### src/rtl/dmac_channel_ctrl.sv
// Control FSM for one DMA channel: loads the channel configuration, then alternates
// AHB read bursts (source -> FIFO) and write bursts (FIFO -> destination) until size is zero.
module dmac_channel_ctrl (
  input  logic       clk,
  input  logic       rst,
  input  logic       ch_en,
  input  logic       hready,
  input  logic       hresp,
  input  logic       bs0,
  input  logic       tslb,
  input  logic       ts0,
  input  logic       fifo_full,
  input  logic       fifo_empty,
  output logic       s_sel,
  output logic       d_sel,
  output logic       t_sel,
  output logic       b_sel,
  output logic       s_en,
  output logic       d_en,
  output logic       ts_en,
  output logic       sz_en,
  output logic       burst_en,
  output logic       count_en,
  output logic       h_sel,
  output logic       wr_en,
  output logic       rd_en,
  output logic       trigger,
  output logic [1:0] htrans,
  output logic       hwrite,
  output logic       busy,
  output logic       done,
  output logic       err
);

  typedef enum logic [3:0] {
    IDLE, LOAD, DECIDE, PRIME, READ, RD_DRAIN, WRITE, WR_DRAIN, DONE, ERR
  } state_t;

  localparam logic [1:0] HT_IDLE   = 2'b00;
  localparam logic [1:0] HT_NONSEQ = 2'b10;
  localparam logic [1:0] HT_SEQ    = 2'b11;

  state_t state, next_state;
  logic   ch_en_q;
  logic   pend_rd, pend_wr;
  logic   first_beat;
  logic   pending, data_err, data_done, abort, issue, accept;

  assign pending   = pend_rd | pend_wr;
  assign data_err  = pending & hready & hresp;
  // True when no data phase is outstanding past this cycle.
  assign data_done = ~pending | hready;
  assign abort     = ~ch_en & (state != IDLE) & (state != ERR);

  // Address-phase request; an error or abort suppresses any new address immediately.
  assign issue  = ~abort & ~data_err &
                  (((state == READ) & ~fifo_full) |
                   ((state == WRITE) & (~fifo_empty | pending)));
  assign accept = issue & hready;

  assign htrans  = issue ? (first_beat ? HT_NONSEQ : HT_SEQ) : HT_IDLE;
  assign hwrite  = (state == WRITE);
  assign h_sel   = (state == WRITE);
  assign wr_en   = pend_rd & hready & ~hresp;
  assign rd_en   = pend_wr & hready & ~hresp;
  assign trigger = pend_wr;
  assign busy    = (state != IDLE) & (state != DONE) & (state != ERR);
  assign err     = (state == ERR);

  // NOTE: sequential state uses non-blocking assignments so every register samples
  // pre-edge values; blocking here would create order-dependent simulation races.
  always_ff @(posedge clk or posedge rst) begin
    if (rst) begin
      state      <= IDLE;
      ch_en_q    <= 1'b0;
      pend_rd    <= 1'b0;
      pend_wr    <= 1'b0;
      first_beat <= 1'b0;
    end else begin
      state   <= next_state;
      ch_en_q <= ch_en;
      if (accept) begin
        pend_rd <= (state == READ);
        pend_wr <= (state == WRITE);
      end else if (hready) begin
        pend_rd <= 1'b0;
        pend_wr <= 1'b0;
      end
      if ((next_state != state) && ((next_state == READ) || (next_state == WRITE)))
        first_beat <= 1'b1;
      else if (accept)
        first_beat <= 1'b0;
    end
  end

  // NOTE: every output of this block gets a default before the case so no path
  // leaves a signal unassigned, which would otherwise infer a latch.
  always_comb begin
    next_state = state;
    s_sel      = 1'b0;
    d_sel      = 1'b0;
    t_sel      = 1'b0;
    b_sel      = 1'b0;
    s_en       = 1'b0;
    d_en       = 1'b0;
    ts_en      = 1'b0;
    sz_en      = 1'b0;
    burst_en   = 1'b0;
    count_en   = 1'b0;
    done       = 1'b0;

    if (data_err) begin
      next_state = ERR;
    end else if (abort) begin
      // Let the outstanding data phase finish, then drop back without a done pulse.
      if (data_done) next_state = IDLE;
    end else begin
      unique case (state)
        IDLE: if (ch_en && !ch_en_q) next_state = LOAD;
        LOAD: begin
          s_sel      = 1'b1;
          d_sel      = 1'b1;
          t_sel      = 1'b1;
          s_en       = 1'b1;
          d_en       = 1'b1;
          ts_en      = 1'b1;
          sz_en      = 1'b1;
          burst_en   = 1'b1;
          next_state = DECIDE;
        end
        DECIDE: begin
          if (ts0) begin
            next_state = DONE;
          end else begin
            if (tslb) begin
              burst_en = 1'b1;
              b_sel    = 1'b1;
            end
            next_state = PRIME;
          end
        end
        PRIME: begin
          count_en   = 1'b1;
          next_state = READ;
        end
        READ: begin
          if (accept) begin
            s_en     = 1'b1;
            count_en = 1'b1;
            if (bs0) next_state = RD_DRAIN;
          end
        end
        RD_DRAIN: if (data_done) next_state = WRITE;
        WRITE: begin
          if (accept) begin
            d_en     = 1'b1;
            count_en = ~bs0;
            if (bs0) begin
              ts_en      = 1'b1;
              next_state = WR_DRAIN;
            end
          end
        end
        WR_DRAIN: if (data_done) next_state = DECIDE;
        DONE: begin
          done       = 1'b1;
          next_state = IDLE;
        end
        ERR: if (!ch_en) next_state = IDLE;
        default: next_state = IDLE;
      endcase
    end
  end

endmodule
### config.mk
export PLATFORM = sky130hd
export DESIGN_NAME = dmac_channel_ctrl
export DESIGN_NICKNAME = d
export VERILOG_FILES = /design/src/rtl/dmac_channel_ctrl.sv
export SDC_FILE = /design/constraint.sdc
export NUM_CORES = 1
export LEC_CHECK = 0
export BUFFER_PORTS_ARGS = -buffer_cell sky130_fd_sc_hd__buf_4
export CORE_UTILIZATION = 30
export CTS_CLUSTER_DIAMETER = 40
export DETAILED_ROUTE_END_ITERATION = 7
export GPL_ROUTABILITY_DRIVEN = 1
export PLACE_DENSITY_LB_ADDON = 0.3
export SLEW_MARGIN = 10
export SYNTH_ARGS = -nofsm -noshare
export SYNTH_HDL_FRONTEND = slang
export SYNTH_SLANG_ARGS = --single-unit
### constraint.sdc
create_clock -name clk -period 3.95 [get_ports clk]
set_clock_uncertainty 0.2 [all_clocks]
set_input_delay 0.5925 -clock clk [delete_from_list [all_inputs] [get_ports clk]]
set_output_delay 0.5925 -clock clk [all_outputs]
set_load 0.03 [all_outputs]
==> metrics.cfg <==
[worst_setup_path]
endpoint=count_en
rr_worst_depth=5
cp_slowest_cell=dfrtp_1
crit_fanout=23
cpLargestDelayFamily=simple AND/OR/NAND/NOR gates
startpoint_type=register
cp_cell_sequence=or4b_4, o22ai_2, and2_1, nand4_2, a21oi_2, buf_4
r2r_setup_slack_ns=1.64
critPathMaxStageDelay_ns=0.63
rr_startpoint=state[3]$_DFF_PP0_
cp_num_cells=6
endpoint_kind=primary output
crit_path_start=state[3]$_DFF_PP0_
crit_type=register to primary output
reg2reg_to=first_beat$_DFFE_PP0P_
critPathArrivalTime_ns=2.44
cp_num_buf_inv=1
cp.required_ns=3.16

[cts]
hold_buffers=0
numCtsBuffers=3
path_clk_slew_ns=0.05
postCtsSetupBuffers=0
post_cts_resize_count=0
root_buffer=clkbuf_4
cts.sinks=8
cts_tree=done
htree_levels=1
clock_path_buffers=2
clock_latency_ns=0.25

[sta]
timing.fmax_mhz=309.4
setup_viol=0
post-route-period-util=0.8184
worstMarginPinSlew_ns=0.7057
hold_viol=0
hold_slack_ns=0.08016
grt_setup_unrepaired=false
tns_ns=0
slew_headroom=0.5295
fin_crit_ns=3.233
final.setup.worst_slack_ns=0.7175
final-max-slew-violation-count=0

[grt]
grt_pass1_vias=716
grt_start_max_net_pins=24
grt_usage=0.1541
antenna_found_initial=0
grt_pass1_wl_um=3284
gr-total-overflow=0

[synthesis]
ys_ff_latch=8
syn_area_per_cell_sq_um=7.855
yosys_warnings=0
synth_fp_nets=118
syn_inst=108
synth_edf_count=0
syn_area_sq_um=848.3
ys.flop_type=dfrtp_1
yosysSeqAreaShare=0.2360
ys_types=47
ys_async_sr_fraction=1.000

[route]
dr_total_vias=855
first_iter_violations=15
route.detailed.drc=0
wl_um=2079
antenna_left=0
wl_per_cell_um=13.33
dr.pass1.iters=4
via_per_inst=5.481

[die]
ioPinCount=30
die_x_um=55.18
die_h_um=55.18
fp-row-count=18
coreArea_sq_um=2567
initial_utilization=0.3304
dieArea_sq_um=3044

[pwr]
p_seq_frac=0.275
power_frac_clock=0.104
power_frac_comb=0.621
switchingPower_w=0.0002992
internal_power_w=0.0002897
power.leakage_nw=0.4744
vdd_drop_max_mv=0.3199
p_sw_frac=0.5081
powerDensity_nw_per_um2=567.7

[layout]
area_growth_pct=22.27
final_cell_mix=29 x buf_4, 8 x a21oi_1, 8 x dfrtp_1
drive_gt1_frac=0.3016
layout.nets=138
n_antenna_cell=0
final_common_cell=buf_4

[placed_design]
post-place-ws_ns=0.9997
io_buffers=29
gp_congestion=0.7927
dp_hpwl_um=1592

[outcome]
status=finished clean

[min_path]
hold_class=input pin to asynchronous set/reset pin

[job]
drv_cap=0

==> Yosys cell counts (2+ instances only) <==
cell | n | area share
nor3_1 | 3 | 0.018
or3_1 | 2 | 0.015
dfrtp_1 | 8 | 0.24
nor3b_1 | 3 | 0.027
buf_2 | 5 | 0.029
a31oi_1 | 2 | 0.015
nand4bb_1 | 2 | 0.027
o211ai_1 | 2 | 0.018
inv_1 | 7 | 0.031
nand3_1 | 2 | 0.012
o21ai_1 | 4 | 0.024
a211o_1 | 2 | 0.021
nand4_1 | 2 | 0.015
a21oi_1 | 8 | 0.047
a211oi_1 | 2 | 0.018
o21a_1 | 2 | 0.018
nor4_1 | 2 | 0.015
nand2_1 | 6 | 0.027
nand2b_1 | 6 | 0.044
buf_4 | 6 | 0.053
a21o_1 | 2 | 0.018
nor2_1 | 5 | 0.022
==> power by group through the flow <==
stage | Sequential (W) | Clock, W | Combinational, W
5_1_grt | 0.000171 | 0.0000709 | 0.000401
3_3_place_gp | 0.000163 | 0 | 0.000364
6_report | 0.000162 | 0.0000611 | 0.000366
4_1_cts | 0.000161 | 0.0000639 | 0.000368
3_5_place_dp | 0.000163 | 0 | 0.000367
2_1_floorplan | 0.000116 | 0 | 0.000333
==> worst min-delay path by stage <==
stage / cells after the start / slack, ns / startpoint / endpoint
2_1_floorplan: 1 / 0.21 / rst / ch_en_q$_DFF_PP0_
3_3_place_gp: 1 / 0.30 / first_beat$_DFFE_PP0P_ / first_beat$_DFFE_PP0P_
3_5_place_dp: 1 / 0.29 / first_beat$_DFFE_PP0P_ / first_beat$_DFFE_PP0P_
4_1_cts: 2 / 0.08 / rst / ch_en_q$_DFF_PP0_
5_1_grt: 2 / 0.09 / rst / first_beat$_DFFE_PP0P_
6_report: 2 / 0.08 / rst / state[2]$_DFF_PP0_
==> per-layer routing <==
layer,share of wire,global-route usage
met1,0.47,0.1977
met5,0,0
met4,0.0082,0.03750
met3,0.055,0.04098
met2,0.47,0.2550
==> area by class of cell <==
| class | instances | area (sq um) |
|---|---|---|
| fillers | 278 | 1530 |
| multi-input cells | 79 | 533.0 |
| repair buffers | 29 | 217.7 |
| flip-flops and latches | 8 | 200.2 |
| well taps | 30 | 37.54 |
| inverters | 7 | 26.28 |
| clock buffers | 3 | 22.52 |
==> flip-flops by register name (all words and copies together) (netlist names) <==
register    flops
pend_rd         1
state           4
ch_en_q         1
first_beat      1
trigger         1
==> kinds of logic (layout without fill, tap and decap cells) <==
group | after synthesis | in the layout | share of synthesized area
and+or+nand+nor | 42 | 42 | 0.3097
AOI/OAI and AO/OA | 36 | 36 | 0.2994
buffers and inverters | 21 | 39 | 0.1357
DFF | 8 | 8 | 0.2360
xor gates and xnor gates | 1 | 1 | 0.01918
==> worst reg2reg max path, stage by stage, from the launching register on <==
cell and delay, ns:
dfrtp_1 0.63, or4b_4 0.61, o22ai_2 0.17, and2_1 0.30, nand2_2 0.13, o2bb2ai_1 0.14
==> per-stage QoR <==
stage          area (sq um)  utilization  power [W]  cells
5_1_grt                1037       0.4040  0.0006426    156
4_1_cts                1037       0.4040  0.0005928    156
6_report               1037       0.4040  0.0005889    156
3_3_place_gp           1015       0.3952  0.0005268    153
2_1_floorplan         848.3            -  0.0004487    108
3_5_place_dp           1015       0.3952  0.0005297    153
(Power assumes the default switching activity.)
